`src/rtl/regfile_wb_sched.sv`:
```
// Writeback scheduler that serialises the E and M results of one instruction
// onto a single register-file write port, E first, then M.
module regfile_wb_sched (
    input  logic        clk,
    input  logic        rst_n,
    input  logic        wb_valid,
    output logic        wb_ready,
    input  logic [3:0]  dstE,
    input  logic [3:0]  dstM,
    input  logic [63:0] valE,
    input  logic [63:0] valM,
    input  logic [3:0]  srcA,
    input  logic [3:0]  srcB,
    output logic        rf_we,
    output logic [3:0]  rf_waddr,
    output logic [63:0] rf_wdata,
    output logic        hazard,
    output logic        done,
    output logic [15:0] wr_count
);

    localparam logic [1:0] IDLE = 2'd0;
    localparam logic [1:0] WR_E = 2'd1;
    localparam logic [1:0] WR_M = 2'd2;
    localparam logic [3:0] NONE = 4'hF;

    logic [1:0]  state_r;
    logic [1:0]  nextState_s;
    logic        accept_s;
    logic        nextDone_s;
    logic [3:0]  capDstE_r;
    logic [3:0]  capDstM_r;
    logic [63:0] capValE_r;
    logic [63:0] capValM_r;
    logic [3:0]  selDstM_s;
    logic [63:0] selValM_s;
    logic [3:0]  nextWaddr_s;
    logic [63:0] nextWdata_s;
    logic        rfWe_r;
    logic [3:0]  rfWaddr_r;
    logic [63:0] rfWdata_r;
    logic        done_r;
    logic [15:0] wrCount_r;
    logic        hazard_s;

    function automatic logic srcHit(input logic [3:0] src, input logic [3:0] dst);
        return (src != NONE) && (src == dst);
    endfunction

    assign wb_ready  = (state_r == IDLE);
    assign accept_s  = wb_valid && wb_ready;
    // The M write can start straight from accept (dstE==F), so pick live inputs then.
    assign selDstM_s = accept_s ? dstM : capDstM_r;
    assign selValM_s = accept_s ? valM : capValM_r;

    // Next-state and retire-pulse decode
    always_comb begin
        nextState_s = state_r;
        nextDone_s  = 1'b0;
        case (state_r)
            IDLE: begin
                if (!accept_s) begin
                    nextState_s = IDLE;
                end else if (dstE != NONE) begin
                    nextState_s = WR_E;
                end else if (dstM != NONE) begin
                    nextState_s = WR_M;
                end else begin
                    nextState_s = IDLE;
                    nextDone_s  = 1'b1;
                end
            end
            WR_E: begin
                if (capDstM_r != NONE) begin
                    nextState_s = WR_M;
                end else begin
                    nextState_s = IDLE;
                    nextDone_s  = 1'b1;
                end
            end
            WR_M: begin
                nextState_s = IDLE;
                nextDone_s  = 1'b1;
            end
            default: begin
                nextState_s = IDLE;
                nextDone_s  = 1'b0;
            end
        endcase
    end

    // Write-port values for the state being entered; WR_E is only entered on accept
    always_comb begin
        nextWaddr_s = NONE;
        nextWdata_s = 64'd0;
        case (nextState_s)
            WR_E: begin
                nextWaddr_s = dstE;
                nextWdata_s = valE;
            end
            WR_M: begin
                nextWaddr_s = selDstM_s;
                nextWdata_s = selValM_s;
            end
            default: begin
                nextWaddr_s = NONE;
                nextWdata_s = 64'd0;
            end
        endcase
    end

    // Hazard against destinations still waiting to be written
    always_comb begin
        hazard_s = 1'b0;
        case (state_r)
            WR_E: hazard_s = srcHit(srcA, capDstE_r) || srcHit(srcB, capDstE_r) ||
                             srcHit(srcA, capDstM_r) || srcHit(srcB, capDstM_r);
            WR_M: hazard_s = srcHit(srcA, capDstM_r) || srcHit(srcB, capDstM_r);
            default: hazard_s = 1'b0;
        endcase
    end

    // FSM state, request capture and registered write-port outputs
    always_ff @(posedge clk or negedge rst_n) begin
        if (!rst_n) begin
            state_r   <= IDLE;
            capDstE_r <= NONE;
            capDstM_r <= NONE;
            capValE_r <= 64'd0;
            capValM_r <= 64'd0;
            rfWe_r    <= 1'b0;
            rfWaddr_r <= NONE;
            rfWdata_r <= 64'd0;
            done_r    <= 1'b0;
        end else begin
            state_r   <= nextState_s;
            rfWe_r    <= (nextState_s != IDLE);
            rfWaddr_r <= nextWaddr_s;
            rfWdata_r <= nextWdata_s;
            done_r    <= nextDone_s;
            if (accept_s) begin
                capDstE_r <= dstE;
                capDstM_r <= dstM;
                capValE_r <= valE;
                capValM_r <= valM;
            end else begin
                capDstE_r <= capDstE_r;
                capDstM_r <= capDstM_r;
                capValE_r <= capValE_r;
                capValM_r <= capValM_r;
            end
        end
    end

    // Issued-write counter, wraps naturally at 16 bits
    always_ff @(posedge clk or negedge rst_n) begin
        if (!rst_n) begin
            wrCount_r <= 16'd0;
        end else if (rfWe_r) begin
            wrCount_r <= wrCount_r + 16'd1;
        end else begin
            wrCount_r <= wrCount_r;
        end
    end

    assign rf_we    = rfWe_r;
    assign rf_waddr = rfWaddr_r;
    assign rf_wdata = rfWdata_r;
    assign done     = done_r;
    assign wr_count = wrCount_r;
    assign hazard   = hazard_s;

endmodule

```
`config.mk`:
```
export PLATFORM = sky130hd
export DESIGN_NAME = regfile_wb_sched
export DESIGN_NICKNAME = d
export VERILOG_FILES = /design/src/rtl/regfile_wb_sched.sv
export SDC_FILE = /design/constraint.sdc
export NUM_CORES = 1
export LEC_CHECK = 0
export BUFFER_PORTS_ARGS = -buffer_cell sky130_fd_sc_hd__clkbuf_2
export CAP_MARGIN = 0
export CORE_MARGIN = 2
export CORE_UTILIZATION = 42
export DETAILED_ROUTE_END_ITERATION = 16
export HOLD_SLACK_MARGIN = 0.08
export PLACE_DENSITY = 0.7
export SYNTH_ARGS = -nofsm -noshare
export SYNTH_HDL_FRONTEND = slang
export SYNTH_SLANG_ARGS = --single-unit
```
`constraint.sdc`:
```
create_clock -name clk -period 4.38 [get_ports clk]
set_input_delay 0.219 -clock clk [delete_from_list [all_inputs] [get_ports clk]]
set_output_delay 0.219 -clock clk [all_outputs]
set_load 0.005 [all_outputs]
```
[Yosys cells after proc, flatten, opt, wreduce, memory -nomap -nowiden]
Index checks and enable logic that the tools add are counted.
Storage, ports and cells
  word-level logic and storage cells: 49
  bits of input ports: 147
  register bits: 160
  output and inout port bits: 88
Cells by class
  $add $sub $neg: 1
  equal/unequal tests: 13
  muxes and demuxes: 15
  reductions and logical operators: 11
Operators with widths (count)
  case mux 64 bit (2 select lines): 1
  2-to-1 mux 64 bit: 1
  inequality test 4 bit (second input constant): 5
  adder 16 x 1 -> 16 bit (second input constant): 1
  == test 4 bit: 4
  2-to-1 mux 2 bit: 4
  case mux 4 bit (2 select lines): 1
  logical AND 1 bit: 5
  == test 2 x 1 -> 1 bit (second input constant): 2
  == test 2 bit (second input constant): 2
  logical OR 1 bit: 4
  2-to-1 mux 1 bit: 4
  2-to-1 mux 4 bit: 1
  case mux 2 bit (2 select lines): 1
  case mux 1 bit (3 select lines): 1
  zero test 2 bit: 1
  case mux 1 bit (2 select lines): 1
  nonzero test 2 bit: 1

[Depth between registers and ports, before layout]
  depth in word-level cells: 7
  depth in mapped cells: 14
  mapped depth without buffers: 9

[Least setup slack after synthesis]
Ideal clock, no wire load.
  path kind: flip-flop to flip-flop
  from: reg state_r[0]
  to: reg rfWdata_r[33], in the netlist rf_wdata[33]
  library setup time: 73 ps
  stages on the path, launching flop included: 14
  setup slack: 1888 ps
  buffers on the path: 5
  required time: 4307 ps
  arrival: 2419 ps
  clock period less this slack: 2492 ps
  cells stage by stage: dfrtp_1 inv_1 ha_1 nand2_1 buf_4 buf_2 nor2_1 a22oi_1 ha_1 clkbuf_1 buf_2 clkbuf_1 a22oi_1 nor2b_1
Between the ends
  word-level cells in the longest chain between the ends: 6
  elaborated cells between the ends (all ways): 9
  classes of those cells: eq/ne (3); mux (4); reduce/logical (2)
RTL lines
  start, declared: RTL line 27  | logic [1:0] state_r;
  start signal, assigned: RTL line 136  | state_r <= nextState_s;
  zero test 2 bit *: RTL line 50  | assign wb_ready = (state_r == IDLE);
  net wb_ready: RTL line 7  | output logic wb_ready,
  logical AND 1 bit: RTL line 51  | assign accept_s = wb_valid && wb_ready;
  2-to-1 mux 2 bit: RTL line 62  | if (!accept_s) begin
  case mux 2 bit (2 select lines): RTL line 60  | case (state_r)
  == test 2 bit / == test 2 x 1 -> 1 bit (equally long branches): RTL line 96  | case (nextState_s)
  case mux 64 bit (2 select lines) *: RTL line 96
  net nextWdata_s[33]: RTL line 38  | logic [63:0] nextWdata_s;
  end signal, assigned: RTL line 139  | rfWdata_r <= nextWdata_s;
  end, declared: RTL line 41  | logic [63:0] rfWdata_r;
The timed path passes the listed nets; every way through them passes the cells marked *.
A chain may end at the register's enable or synchronous reset.

[Final worst setup path]
  from: reg state_r[0]
  to: reg rfWdata_r[29], in the netlist rf_wdata[29]
Between the ends
  word-level cells in the longest chain between the ends: 6
  elaborated cells between the ends (all ways): 9
  classes of those cells: eq/ne (3); mux (4); reduce/logical (2)
RTL lines (RTL line)
  zero test 2 bit: 50, 60
  logical AND 1 bit: 51
  2-to-1 mux 2 bit: 62
  case mux 2 bit (2 select lines): 60
  == test 2 bit / == test 2 x 1 -> 1 bit (equally long branches): 96
  case mux 64 bit (2 select lines) *: 96
  net nextWdata_s[29]: 38
Marks and branches as above.

==> impl_metrics.env <==
export IMPL_status="complete, no violations"
export IMPL_wire_per_inst_um=16.8
export IMPL_startpoint_type="register"
export IMPL_timing_fmax_mhz=350
export IMPL_clockBufferDepth=2
export IMPL_dieHeight_um=129
export IMPL_holdPathEnd="rf_wdata[45]"
export IMPL_ant_nets=0
export IMPL_synth_edf_count=0
export IMPL_gp_congestion=0.815
export IMPL_slew_limit_headroom_pct=27.0
export IMPL_cts_made_buffers=17
export IMPL_drive_gt1_share_pct=43.3
export IMPL_num_vias=5320
export IMPL_worstMarginPinSlew_ps=1090
export IMPL_antenna_found_initial=0
export IMPL_p_leak_nw=4.50
export IMPL_synth_main_ff_cell="dfrtp_1"
export IMPL_fp_dieArea_um2=16700
export IMPL_portBuffers=234
export IMPL_seq_area_frac_synth_pct=61.1
export IMPL_firstDrtPassIters=5
export IMPL_yosysTopAreaCellShare_pct=56.3
export IMPL_r2r_end="rf_wdata[29]"
export IMPL_clock_power_share_pct=29.8
export IMPL_fill_cells=1167
export IMPL_clk_pin_slew_ps=70
export IMPL_p_int_mw=3.48
export IMPL_area_growth_pct=44.0
export IMPL_synth_most_common_cell="dfrtp_1"
export IMPL_grt_overflow=0
export IMPL_r2r_slack_ps=1520
export IMPL_cts_max_level=4
export IMPL_cts_resized=0
export IMPL_cp_arrival_ps=3200
export IMPL_cp_end_kind="register"
export IMPL_async_reset_ff_share_pct=100
export IMPL_syn_nets=652
export IMPL_drt_iter0_drc=266
export IMPL_wirelength_um=17500
export IMPL_n_antenna_cell=0
export IMPL_combinationalPowerShare_pct=27.7
export IMPL_grt_pass1_vias=5639
export IMPL_setup_tns_ps=0
export IMPL_grt_start_max_net_pins=74
export IMPL_syn_avg_cell_area_um2=13.2
export IMPL_fin_crit_ps=2860
export IMPL_required_ps=4720
export IMPL_r2r_start="state_r[0]"
export IMPL_rsz0062_at_grt="no"
export IMPL_synth_warnings=0
export IMPL_vias_per_cell=5.09
export IMPL_min_delay_start="valE[45]"
export IMPL_synth_top_area_cell="dfrtp_1"
export IMPL_cts_tree="built"
export IMPL_root_buffer="clkbuf_16"
export IMPL_max_cap_violations=0
export IMPL_grt_pass1_wl_um=27500
export IMPL_synthTopCellsByArea="dfrtp_1, mux2_2, a22oi_1"
export IMPL_holdPathStages=3
export IMPL_final_nets=976
export IMPL_r2r_cells=9
export IMPL_setup_viol_count_final=0
export IMPL_worstPathMaxFanout=36
export IMPL_start_util_pct=43.1
export IMPL_clock_sinks=160
export IMPL_ys_top_cells_by_count="dfrtp_1, mux2_2, a22oi_1"
export IMPL_drc_errors=0
export IMPL_fp_dieW_um=129
export IMPL_slew_viol_final=0
export IMPL_insertion_delay_ps=420
export IMPL_path_class="register to register"
export IMPL_hpwl_um=10900
export IMPL_switching_share_pct=29.5
export IMPL_grtUsageTotal_pct=21.4
export IMPL_hold_violations=0
export IMPL_rows=45
export IMPL_postPlaceCellArea_um2=7910
export IMPL_syn_area_um2=6580
export IMPL_design_area_um2=9480
export IMPL_seqPwrFrac_pct=42.5
export IMPL_vdd_drop_max_mv=0.304
export IMPL_finalCritPeriodShare_pct=65.3
export IMPL_synthCells=497
export IMPL_core_um2=15300
export IMPL_synth_seq_cells=160
export IMPL_switching_power_mw=1.46
export IMPL_post_cts_buffers=0
export IMPL_io_pins=235
export IMPL_power_density_nw_per_um2=521
export IMPL_synth_cell_types=27
export IMPL_hold_class="input port to register"
export IMPL_finClkSkew_ps=10.7
[cell families (layout without fill, tap and decap cells)]
logic type               Yosys count  count (layout)  synth area share, %
buffers and inverters             38             375                 2.89
adder cells (fa/ha/maj)            8               8                 1.52
AO/OA/AOI/OAI                     70              70                 7.91
AND/OR/NAND/NOR                  119             119                 10.3
flip-flops                       160             160                 61.1
multiplexers                      73              73                 12.5
XOR/XNOR                          29              29                 3.86
[flip-flops by register name, summed over array words and instances, names as in the netlist]
signal / flops
rf_waddr: 4
capDstE_r: 4
rf_wdata: 64
wr_count: 16
capDstM_r: 4
state_r: 2
done: 1
capValM_r: 64
rf_we: 1
[how the worst max path moves through the flow]
stage / start / to / slack, ps / depth (start not counted)
after floorplan: state_r[0] / rf_wdata[33] / 1890 / 13
after global placement: capDstM_r[3] / rf_wdata[17] / 1750 / 6
after detailed placement: state_r[0] / rf_wdata[28] / 1560 / 9
after CTS: state_r[0] / rf_wdata[43] / 1520 / 9
after global routing: state_r[0] / rf_wdata[29] / 1330 / 9
final: state_r[0] / rf_wdata[29] / 1520 / 9
[cells in the final DEF, fill, tap and decap left out, drive strengths merged, types with 11 or more instances in the layout]
cell type / count
mux2: 73
dfrtp: 148
nor2b: 64
a22oi: 65
nand3: 13
dfstp: 12
nand2: 15
xnor2: 16
xor2: 13
inv: 11
clkbuf: 251
dlygate4sd3: 97
[power by group through the flow]
stage | logic [mW] | clock network, mW | registers [mW]
after global placement | 1.25 | 0 | 2.10
after global routing | 1.51 | 1.57 | 2.14
after CTS | 1.37 | 1.50 | 2.10
after floorplan | 0.835 | 0 | 2.09
after detailed placement | 1.29 | 0 | 2.12
final | 1.37 | 1.47 | 2.10
[what timing repair did]
item	4_1_cts	5_1_grt
endpoints found under the setup margin	0	0
hold endpoints to repair	143	0
hold buffers	97	0
[through the flow]
| stage | worst slack [ps] | hold slack, ps | utilization, % | std cells | power, mW |
|---|---|---|---|---|---|
| after floorplan | 1890 | -76.6 | - | 497 | 2.92 |
| after global placement | 1750 | 206 | 51.9 | 916 | 3.35 |
| after detailed placement | 1560 | 213 | 51.9 | 916 | 3.42 |
| after CTS | 1520 | 80.0 | 62.1 | 1045 | 4.97 |
| after global routing | 1330 | 89.2 | 62.1 | 1045 | 5.22 |
| final | 1520 | 94.1 | 62.1 | 1045 | 4.94 |
[routing by layer]
layer | vias up | GRT usage [%] | share of wire, %
met3 | 30 | 7.56 | 7.4
met1 | 2669 | 23.9 | 39
met5 | - | 0 | 0
li1 | 2392 | - | -
met4 | 0 | 7.99 | 2.0
met2 | 229 | 37.6 | 51
[critical path, cell delays in order (launching register included)]
cell and delay, ps:
dfrtp_1 390, inv_1 80, ha_1 260, nand2_4 70, nor2_1 40, a22oi_1 300, ha_2 760, buf_4 510
a22oi_1 180, nor2b_1 180
[layout make-up]
class                   instances  area, um^2  share of cell area, %
repair buffers                336        2190                   23.1
inverters                       7        26.3                  0.277
flip-flops and latches        160        4020                   42.4
clock buffers                  18         439                   4.63
well taps                     211         264                   2.79
clock inverters                14         154                   1.62
multi-input cells             299        2390                   25.2
Note: power is estimated with default switching activity, not from simulation.
